### config.mk
export PLATFORM = sky130hd
export DESIGN_NAME = uart_encoder
export DESIGN_NICKNAME = d
export VERILOG_FILES = /design/src/rtl/uart_encoder.sv
export SDC_FILE = /design/constraint.sdc
export NUM_CORES = 1
export LEC_CHECK = 0
export BUFFER_PORTS_ARGS = -buffer_cell sky130_fd_sc_hd__buf_4
export CAP_MARGIN = 10
export CORE_MARGIN = 4
export CORE_UTILIZATION = 34
export DETAILED_ROUTE_END_ITERATION = 8
export PLACE_DENSITY_LB_ADDON = 0.2
export SKIP_LAST_GASP = 1
export SLEW_MARGIN = 40
export SYNTH_ARGS = -nofsm -noshare
export SYNTH_HDL_FRONTEND = slang
export SYNTH_SLANG_ARGS = --single-unit
### constraint.sdc
create_clock -name i_Clk -period 7.7 [get_ports i_Clk]
set_input_delay 0.385 -clock i_Clk [delete_from_list [all_inputs] [get_ports i_Clk]]
set_output_delay 0.385 -clock i_Clk [all_outputs]
set_load 0.02 [all_outputs]
### src/rtl/uart_encoder.sv
// uart_encoder: 8N1 UART transmitter fed by a small valid/ready FIFO.
// Each byte is sent as one start bit, eight data bits LSB first and one
// stop bit; every bit lasts i_Period+1 clocks, sampled once per frame.
module uart_encoder #(
    parameter int FIFO_DEPTH_LOG2 = 2
) (
    input  logic                       i_Clk,
    input  logic                       i_Rst_L,
    input  logic [19:0]                i_Period,
    input  logic [7:0]                 i_Byte,
    input  logic                       i_Valid,
    output logic                       o_Ready,
    output logic                       o_UART_TX,
    output logic                       o_Busy,
    output logic                       o_Done,
    output logic [FIFO_DEPTH_LOG2:0]   o_Fifo_Count,
    output logic [2:0]                 o_Encoder_State
);

    localparam int                     DEPTH      = 1 << FIFO_DEPTH_LOG2;
    localparam logic [FIFO_DEPTH_LOG2:0] FULL_COUNT = (FIFO_DEPTH_LOG2 + 1)'(DEPTH);

    localparam logic [2:0] IDLE  = 3'd0;
    localparam logic [2:0] START = 3'd1;
    localparam logic [2:0] DATA  = 3'd2;
    localparam logic [2:0] STOP  = 3'd3;

    logic [7:0]                 r_Mem [DEPTH];
    logic [FIFO_DEPTH_LOG2-1:0] r_Wr_Ptr;
    logic [FIFO_DEPTH_LOG2-1:0] r_Rd_Ptr;
    logic [FIFO_DEPTH_LOG2:0]   r_Count;

    logic [2:0]  r_State;
    logic [19:0] r_Bit_Cnt;
    logic [19:0] r_Period;
    logic [2:0]  r_Bit_Idx;
    logic [7:0]  r_Shift;
    logic        r_Tx;

    logic w_Push;
    logic w_Pop;
    logic w_Not_Empty;
    logic w_Bit_End;

    assign w_Not_Empty = (r_Count != '0);
    assign w_Bit_End   = (r_Bit_Cnt == r_Period);
    assign o_Ready     = (r_Count != FULL_COUNT);
    assign w_Push      = i_Valid && o_Ready;
    // The head leaves the FIFO when a frame starts: from IDLE, or straight
    // out of the last stop-bit cycle so consecutive frames have no gap.
    assign w_Pop       = w_Not_Empty &&
                         ((r_State == IDLE) || ((r_State == STOP) && w_Bit_End));

    assign o_UART_TX       = r_Tx;
    assign o_Busy          = (r_State != IDLE);
    assign o_Done          = (r_State == STOP) && w_Bit_End;
    assign o_Fifo_Count    = r_Count;
    assign o_Encoder_State = r_State;

    // FIFO storage write; contents are plain data and need no reset.
    always_ff @(posedge i_Clk) begin
        if (w_Push) begin
            r_Mem[r_Wr_Ptr] <= i_Byte;
        end
    end

    // FIFO pointers and occupancy; push and pop together leave count unchanged.
    always_ff @(posedge i_Clk or negedge i_Rst_L) begin
        if (!i_Rst_L) begin
            r_Wr_Ptr <= '0;
            r_Rd_Ptr <= '0;
            r_Count  <= '0;
        end else begin
            if (w_Push) begin
                r_Wr_Ptr <= r_Wr_Ptr + 1'b1;
            end
            if (w_Pop) begin
                r_Rd_Ptr <= r_Rd_Ptr + 1'b1;
            end
            case ({w_Push, w_Pop})
                2'b10:   r_Count <= r_Count + 1'b1;
                2'b01:   r_Count <= r_Count - 1'b1;
                default: r_Count <= r_Count;
            endcase
        end
    end

    // Shift register captures the FIFO head on every pop.
    always_ff @(posedge i_Clk) begin
        if (w_Pop) begin
            r_Shift <= r_Mem[r_Rd_Ptr];
        end
    end

    // Frame sequencer: drives the registered line and times each bit.
    always_ff @(posedge i_Clk or negedge i_Rst_L) begin
        if (!i_Rst_L) begin
            r_State   <= IDLE;
            r_Tx      <= 1'b1;
            r_Bit_Cnt <= '0;
            r_Period  <= '0;
            r_Bit_Idx <= '0;
        end else begin
            case (r_State)
                IDLE: begin
                    r_Tx      <= 1'b1;
                    r_Bit_Cnt <= '0;
                    r_Bit_Idx <= '0;
                    if (w_Not_Empty) begin
                        r_Period <= i_Period;
                        r_State  <= START;
                        r_Tx     <= 1'b0;
                    end
                end
                START: begin
                    if (w_Bit_End) begin
                        r_Bit_Cnt <= '0;
                        r_Bit_Idx <= '0;
                        r_State   <= DATA;
                        r_Tx      <= r_Shift[0];
                    end else begin
                        r_Bit_Cnt <= r_Bit_Cnt + 20'd1;
                    end
                end
                DATA: begin
                    if (w_Bit_End) begin
                        r_Bit_Cnt <= '0;
                        if (r_Bit_Idx == 3'd7) begin
                            r_State <= STOP;
                            r_Tx    <= 1'b1;
                        end else begin
                            r_Bit_Idx <= r_Bit_Idx + 3'd1;
                            r_Tx      <= r_Shift[r_Bit_Idx + 3'd1];
                        end
                    end else begin
                        r_Bit_Cnt <= r_Bit_Cnt + 20'd1;
                    end
                end
                STOP: begin
                    if (w_Bit_End) begin
                        r_Bit_Cnt <= '0;
                        r_Bit_Idx <= '0;
                        if (w_Not_Empty) begin
                            r_Period <= i_Period;
                            r_State  <= START;
                            r_Tx     <= 1'b0;
                        end else begin
                            r_State <= IDLE;
                            r_Tx    <= 1'b1;
                        end
                    end else begin
                        r_Bit_Cnt <= r_Bit_Cnt + 20'd1;
                    end
                end
                default: begin
                    r_State   <= IDLE;
                    r_Tx      <= 1'b1;
                    r_Bit_Cnt <= '0;
                    r_Bit_Idx <= '0;
                end
            endcase
        end
    end

endmodule
# Word-level counts from Yosys, hierarchy flattened

Memories as Yosys holds them, arrays and structs flattened. A register that Yosys moved wholly into a read port is not among the register bits.
Index checks and enable logic that the tools add are counted.

Memory bits (writable): 32
Output and inout port bits: 10
Memories: 1
Word-level logic and storage cells: 73
Register bits: 54

Memories:

| name  | words | width | read ports | clocked after memory_dff | write ports | RTL line | RTL |
|---|---|---|---|---|---|---|---|
| r_Mem | 4     | 8     | 1          | 1                        | 1           | 28       | `logic [7:0] r_Mem [DEPTH];` |

Reduce and logical (&&, ||, !) cells: 15
Order comparisons: 1
Equal/unequal tests: 15
Add/sub/neg operators: 6
Multiplexer cells: 27

Operator list:

| kind                                                                 | number |
|---|---|
| 20-bit two-way mux                                                   | 4 |
| 20-bit case mux with 2 select lines                                  | 1 |
| 3-bit two-way mux                                                    | 8 |
| 20-bit by 1-bit adder with 20-bit output, second input constant      | 1 |
| 20-bit == test                                                       | 1 |
| 2-bit inequality test, second input constant                         | 6 |
| 3-bit case mux with 2 select lines                                   | 2 |
| 3-bit case mux with 4 select lines                                   | 1 |
| 1-bit two-way mux                                                    | 9 |
| 3-bit by 1-bit adder with 3-bit output, second input constant        | 2 |
| 3-bit by 2-bit == test with 1-bit output, second input constant      | 2 |
| 3-bit AND reduction                                                  | 2 |
| 3-bit nonzero test                                                   | 2 |
| 5-bit AND reduction                                                  | 1 |
| 2-bit by 1-bit adder with 2-bit output, second input constant        | 2 |
| 3-bit by 4-bit < comparator with 1-bit output, second input constant | 1 |
| 1-bit case mux with 4 select lines                                   | 1 |
| 2-bit nonzero test                                                   | 2 |
| 1-bit binary-select mux with 3-bit select                            | 1 |
| 3-bit by 1-bit == test with 1-bit output, second input constant      | 1 |
| 3-bit == test, second input constant                                 | 1 |
| 1-bit logical AND                                                    | 3 |
| 3-bit logical NOT                                                    | 1 |
| 3-bit inequality test, second input constant                         | 1 |
| other kinds (8)                                                      | 8 |

# Depth between registers and ports, before layout

Gate-level depths: netlist (run 1).

Depth in word-level cells: 6
Mapped depth: 11
Gate-level depth less buffers: 11

# Worst setup path before layout (run 1)

OpenSTA, ideal clock, no wires.

Path type: register -> register
Start: reg r_State[0] (netlist: o_Encoder_State[0])
End: reg r_Count[2] (netlist: o_Fifo_Count[2])
Path buffers: 2
Stages on the path, launching flop included: 12
Path slack: 4.810 ns
Arrival: 2.810 ns
Period minus slack after synthesis: 2.890 ns
Cells stage by stage: dfrtp_1 -> ha_1 -> clkbuf_1 -> clkbuf_1 -> and3_1 -> o21a_1 -> ha_1 -> inv_1 -> fa_1 -> xor2_1 -> nor2_1 -> xor2_1

Longest elaborated chain between the ends: 6

RTL lines:

| element                                                                   | RTL line | RTL |
|---|---|---|
| start: declaration                                                        | 33       | `logic [2:0] r_State;` |
| start signal: assignment                                                  | 98       | `r_State <= IDLE;` |
| start signal: assignment                                                  | 111      | `r_State <= START;` |
| start signal: assignment                                                  | 119      | `r_State <= DATA;` |
| 3-bit by 2-bit == test with 1-bit output *                                | -        |  |
| 1-bit logical AND *                                                       | -        |  |
| net o_Done                                                                | 15       | `output logic o_Done,` |
| 1-bit logical OR *                                                        | 52       | `((r_State == IDLE) \|\| ((r_State == STOP) && w_Bit_End));` |
| 1-bit logical AND *                                                       | 51       | `assign w_Pop = w_Not_Empty &&` |
| net w_Pop                                                                 | 41       | `logic w_Pop;` |
| 2-bit by 1-bit == test with 1-bit output or 2-bit == test (tied branches) | 80       | `case ({w_Push, w_Pop})` |
| 3-bit case mux with 2 select lines or 2-bit nonzero test (tied branches)  | -        |  |
| end signal: assignment                                                    | 81       | `2'b10: r_Count <= r_Count + 1'b1;` |
| end signal: assignment                                                    | 82       | `2'b01: r_Count <= r_Count - 1'b1;` |
| end signal: assignment                                                    | 83       | `default: r_Count <= r_Count;` |
| end: declaration                                                          | 31       | `logic [FIFO_DEPTH_LOG2:0] r_Count;` |

Mark *: on every way through the listed nets, which the timed path passes. The rest lies on a longest branch.
A chain may end at the register's enable or synchronous reset.

# Worst setup path in the final report (run 1)

Start: reg r_Period[16]
End: reg r_Count[2] (netlist: o_Fifo_Count[2])

Longest elaborated chain between the ends: 6

RTL lines:

| element                                                                   | RTL line | RTL |
|---|---|---|
| start: declaration                                                        | 35       | `logic [19:0] r_Period;` |
| start signal: assignment                                                  | 110      | `r_Period <= i_Period;` |
| start signal: assignment                                                  | 144      | `r_Period <= i_Period;` |
| 20-bit == test *                                                          | 46       | `assign w_Bit_End = (r_Bit_Cnt == r_Period);` |
| 1-bit logical AND *                                                       | 52       |  |
| 1-bit logical OR *                                                        | 52       |  |
| 1-bit logical AND *                                                       | 51       |  |
| net w_Pop                                                                 | 41       |  |
| 2-bit by 1-bit == test with 1-bit output or 2-bit == test (tied branches) | 80       |  |
| 3-bit case mux with 2 select lines or 2-bit nonzero test (tied branches)  | -        |  |

Marks and branches as above.

==> impl_metrics.yaml, run 1 <==
synthesis:
  synth_top_area_share: 0.253
  syn_area_um2: 5150
  yosysMostFrequentCell: "nand2_1"
  synth_cell_type_count: 48
  avgSynthCellArea_um2: 10.7
  netlist_instances: 480
  yosysWarnings: 0
  ys_seq_area_frac: 0.491
  synth-seq-cells: 93
  netlist_top_cells_count: "72 x nand2_1, 52 x dfrtp_1, 52 x nand3_1"
  synth-main-ff-cell: "dfrtp_1"
  yosys.area.top_type: "dfrtp_1"
  synthArstFlopShare: 0.570
  synth_fp_nets: 525
  synth_edf_count: 40
  ys_top_cells_by_area: "dfrtp_1 25%, edfxtp_1 23%, xnor2_1 5.6%"
timing:
  slew-limit-headroom: 0.578
  tightest_slew_ns: 0.632
  max_freq_mhz: 327
  setup_viol: 0
  slew_viol_final: 0
  fin_hold_ws_ns: 0.231
  finalCriticalPeriod_ns: 3.06
  min_period_over_period: 0.398
  skew_ns: 0.00734
  rsz0062_at_grt: "no"
  report.final.hold_viol_count: 0
  setup_tns_ns: 0
pwr:
  leakagePower_nw: 2.45
  p_per_area_nw_per_um2: 370
  p_total_mw: 2.19
  ir_worst_vdd_v: 0.000204
worst_hold_path:
  worstHoldPathType: "input port to flop"
  hold_path_depth: 1
  worstHoldEndpoint: "r_Mem[3][4]"
  holdCritStartpoint: "i_Byte[4]"
critical_path:
  critPathTopFamily: "adder cells"
  cp.buffers_inverters: 2
  cp_common_cell: "xor2_1"
  critPathArrivalTime_ns: 3.34
  startpoint: "r_Period[16]"
  cp_slowest_stage_delay_ns: 0.42
  required_ns: 7.98
  reg2reg_to: "o_Fifo_Count[2]"
  crit_chain: "xnor2_1 -> nand4_1 -> nor2_2 -> buf_4 -> and3_1 -> o21a_1 -> ha_1 -> inv_1 -> fa_1 -> xor2_1 -> nor2_1 -> xor2_1"
  r2r_cells: 12
  startpoint_type: "flop"
  cp_slowest_cell: "dfrtp_1"
  r2r_start: "r_Period[16]"
  crit_type: "flop to flop"
  critical_path.max_fanout: 26
  crit_path_end_kind: "flop"
  r2r_slack_ns: 4.64
clock_network:
  cts.sinks: 93
  cts_tree: "yes"
  cts.htree.levels: 3
  ctsRootBufferMaster: "clkbuf_16"
  numCtsBuffers: 9
  cts_resized: 0
  path_clk_slew_ns: 0.07
  clock_latency_ns: 0.35
  clockBufferDepth: 2
routing:
  topRoutingLayerUsed: "met4"
  ant_nets: 0
  met2_length_um: 5700
  drt-initial-drc-count: 277
  finalWirelength_um: 12600
  dr_wl_met3_um: 749
  route.vias.total: 3719
  wl_met1_um: 6050
  wl_per_cell_um: 18.1
  drcViolationCount: 0
  first_pass_iters: 5
  viasPerCell: 5.33
die:
  die_h_um: 131
  die_area_um2: 17200
  die_w_um: 131
  core_um2: 14700
  num_rows: 44
  start_util: 0.350
  ioPinCount: 41
run_status:
  status: "complete, no violations"
cells_and_area:
  diodes: 0
  layout.nets: 554
  layout.cells.non_filler: 698
  layout-drive-gt1-share: 0.208
  synthToLayoutAreaGrowth_pct: 14.7
global_routing:
  grt_pass1_wl_um: 20600
  grt_util_all_layers: 0.156
  grt_pass1_vias: 3754
  antenna_found_initial: 0
  grt_max_degree: 54
  grt_overflow: 0
placed_design:
  hpwl_um: 8110
  gp_congestion: 0.778
  io_buffers: 39
  placed_cells: 680
job:
  maxCapViolations: 0
==> worst register-to-register path, stage by stage, from the launching register on <==
cell	delay, ns
dfrtp_1	0.42
xnor2_1	0.28
nand4_1	0.15
nor2_2	0.11
buf_4	0.32
and3_1	0.25
o21a_1	0.38
ha_1	0.26
inv_1	0.06
fa_1	0.37
xor2_1	0.15
nor2_1	0.11
xor2_1	0.14
==> final cells by class <==
cell class	count	area (um2)
multi-input combinational	342	2400
fill	1421	8790
clock inverter	7	86.3
clock buffer	9	225
tap	184	230
inverter	14	52.6
timing repair buffer	49	383
sequential	93	2530
==> per-layer routing <==
layer | global-route usage | vias up
met2 | 0.239 | 85
li1 | - | 1789
met3 | 0.0340 | 9
met5 | 0 | -
met1 | 0.222 | 1836
met4 | 0.0478 | 0
==> state kept, by name, indices dropped and copies added (netlist names) <==
| signal | cells |
|---|---|
| o_Encoder_State | 2 |
| r_Bit_Cnt | 20 |
| r_Rd_Ptr | 2 |
| r_Mem | 32 |
| r_Shift | 8 |
| o_UART_TX | 1 |
| r_Wr_Ptr | 2 |
| r_Bit_Idx | 3 |
| o_Fifo_Count | 3 |
| r_Period | 20 |
==> logic make-up (layout without fill, tap and decap cells) <==
kind of cell / Yosys count / after routing / share of synthesized area
and+or+nand+nor: 215 / 215 / 0.212
DFF: 93 / 93 / 0.491
AOI/OAI and AO/OA: 57 / 57 / 0.0945
buffers and inverters: 45 / 79 / 0.0450
xor gates and xnor gates: 42 / 42 / 0.0714
adders and majority gates: 14 / 14 / 0.0355
muxes: 13 / 13 / 0.0498
other: 1 / 1 / 0.000728
==> timing repair <==
item,in CTS,in global routing
hold endpoints to repair,0,16
hold buffers,0,1
setup buffers,0,0
==> layout by cell type, fill, tap and decap left out, types with 2 or more instances in the layout <==
master      n
nand2_1    72
nand3_1    52
dfrtp_1    52
buf_4      47
edfxtp_1   40
xnor2_1    33
and3_1     31
nor3_1     23
a21oi_1    21
o211ai_2   20
inv_1      14
ha_1       12
mux4_2     10
nand4_1     9
xor2_1      9
clkbuf_16   9
nor2_1      8
and4_1      3
nor3_2      3
o21ai_0     3
a221o_1     3
inv_8       3
nor4_2      2
nor3b_1     2
o311ai_1    2
mux2i_1     2
inv_6       2
==> metrics by stage <==
stage	instance area, um2	util	worst slack [ns]
2_1_floorplan	5150	-	4.81
3_3_place_gp	5560	0.378	4.68
3_5_place_dp	5560	0.379	4.66
4_1_cts	5880	0.400	4.64
5_1_grt	5910	0.402	4.43
6_report	5910	0.402	4.64
==> power by group <==
part	switching, mW	internal (mW)
Combinational	0.511	0.385
Sequential	0.137	0.679
Clock	0.214	0.261
==> worst max-delay path by stage <==
| stage | end | cells after the start |
|---|---|---|
| 6_report | o_Fifo_Count[2] | 12 |
| 5_1_grt | o_Fifo_Count[2] | 12 |
| 4_1_cts | o_Fifo_Count[2] | 12 |
| 3_5_place_dp | o_Fifo_Count[2] | 12 |
| 3_3_place_gp | o_Fifo_Count[2] | 12 |
| 2_1_floorplan | o_Fifo_Count[2] | 11 |
No activity file was read; power rests on OpenSTA's default activity.
==> run 2, diff against run 1 <==
==> constraint.sdc (replaced) <==
create_clock -name i_Clk -period 2.7 [get_ports i_Clk]
set_input_delay 0.135 -clock i_Clk [delete_from_list [all_inputs] [get_ports i_Clk]]
set_output_delay 0.135 -clock i_Clk [all_outputs]
set_load 0.02 [all_outputs]
==> run 2 against run 1 <==
Register-to-register slack got worse by 4.4 ns. Flip-flop and latch count unchanged. Combinational power grew to 2.9 times the previous value. Critical path type unchanged. Critical endpoint unchanged.
==> impl_metrics.yaml, run 2 (same netlist as run 1, synthesis figures left out) <==
run_status:
  status: "complete, no violations"
pwr:
  p_per_area_nw_per_um2: 1040
  ir_worst_vdd_v: 0.000511
  leakagePower_nw: 2.51
clock_network:
  clock_latency_ns: 0.35
  cts.sinks: 93
  path_clk_slew_ns: 0.07
  cts_resized: 0
  clockBufferDepth: 2
  cts_hold_buffers: 9
  cts_tree: "yes"
  numCtsBuffers: 9
  cts.htree.levels: 3
  post_cts_buffers: 0
  ctsRootBufferMaster: "clkbuf_16"
timing:
  fin_hold_ws_ns: 0.112
  slew_viol_final: 0
  rsz0062_at_grt: "no"
  setup_viol: 0
  skew_ns: 0.00872
  min_period_over_period: 0.929
  tightest_slew_ns: 0.709
  report.final.hold_viol_count: 0
  max_freq_mhz: 399
  setup_tns_ns: 0
  finalCriticalPeriod_ns: 2.51
  slew-limit-headroom: 0.527
cells_and_area:
  reg.largest.list: "r_Mem: 32 flops, r_Bit_Cnt: 20 flops, r_Period: 20 flops"
  largest_register_ffs: 32
  layout.nets: 568
  top_register: "r_Mem"
  final_common_cell: "nand2_1"
  layout.cells.non_filler: 712
  final_cell_mix: "72 x nand2_1, 53 x buf_4, 52 x nand3_1, 50 x dfrtp_1, 40 x edfxtp_1"
  synthToLayoutAreaGrowth_pct: 17.2
  layout-drive-gt1-share: 0.222
  diodes: 0
global_routing:
  grt_pass1_wl_um: 20400
  grt_util_all_layers: 0.156
  grt_max_degree: 54
  grt_pass1_vias: 3809
  grt_overflow: 0
  antenna_found_initial: 0
placed_design:
  placed_cells: 687
  hpwl_um: 8140
  gp_congestion: 0.803
  io_buffers: 39
die:
  ioPinCount: 41
  start_util: 0.350
  num_rows: 44
  die_w_um: 131
  core_um2: 14700
  die_h_um: 131
  die_area_um2: 17200
critical_path:
  crit_type: "flop to flop"
  critical_path.max_fanout: 4
  startpoint_type: "flop"
  required_ns: 2.98
  critPathArrivalTime_ns: 2.79
  r2r_slack_ns: 0.19
  crit_path_end_kind: "flop"
routing:
  wl_per_cell_um: 17.6
  drt-initial-drc-count: 264
  viasPerCell: 5.32
  drcViolationCount: 0
  finalWirelength_um: 12500
  first_pass_iters: 4
  route.vias.total: 3789
  ant_nets: 0
job:
  maxCapViolations: 0
worst_hold_path:
  worstHoldPathType: "input port to flop"
[run 2: cell types whose count changed in the layout (fill, tap and decap cells not counted), sizes merged]
cell / change
buf: +6
dlygate4sd3: +8
[run 2: final cells by class]
type                            instances  area (um2)
Fill cell                            1405        8660
Tap cell                              184         230
Sequential cell                        93        2530
Timing Repair Buffer                   63         508
Clock buffer                            9         225
Multi-Input combinational cell        342        2400
Clock inverter                          7        86.3
Inverter                               14        52.6
[run 2: worst paths after layout]
| kind | startpoint | endpoint | cells past startpoint |
|---|---|---|---|
| worst max-delay path | r_Period[4] | o_Fifo_Count[2] | 11 |
| worst min-delay path | i_Period[6] | r_Period[6] | 5 |
| worst max register to register | r_Period[4] | o_Fifo_Count[2] | 11 |
| worst min register to register | r_Bit_Idx[2] | r_Bit_Idx[2] | 1 |
| max in group asynchronous | i_Rst_L | o_Encoder_State[1] | 2 |
| min in group asynchronous | i_Rst_L | r_Bit_Idx[2] | 2 |
[run 2: worst max-delay path, stage by stage, from the launching register on]
cell	delay, ns
dfrtp_1	0.42
xnor2_1	0.21
nand4_1	0.19
nor3_4	0.23
and3_2	0.21
o21a_2	0.15
ha_1	0.18
inv_1	0.06
fa_1	0.37
xor2_1	0.15
nor2_1	0.11
xor2_1	0.15
[run 2: per-stage QoR]
| step | utilization | power [mW] | cell area, um2 | setup WS, ns |
|---|---|---|---|---|
| global route | 0.411 | 6.74 | 6040 | 0.0547 |
| detailed placement | 0.383 | 4.96 | 5630 | 0.191 |
| global placement | 0.383 | 4.89 | 5630 | 0.218 |
| CTS | 0.411 | 6.34 | 6040 | 0.166 |
| finish | 0.411 | 6.26 | 6040 | 0.191 |
| floorplan | - | 4.15 | 5150 | 0.0477 |
[run 2: power breakdown]
| group | switching (mW) | leakage, nW | internal (mW) |
|---|---|---|---|
| sequential | 0.375 | 1.04 | 1.94 |
| clock | 0.591 | 0.156 | 0.742 |
| combinational | 1.48 | 1.32 | 1.14 |
| total | 2.44 | 2.51 | 3.82 |
[run 2: per-layer routing]
metal  part of all wire  track usage  wire length, um
met1               0.47        0.225             5930
met2               0.44        0.228             5570
met3              0.071       0.0401              890
met4              0.011       0.0514              136
met5                  0            0                0
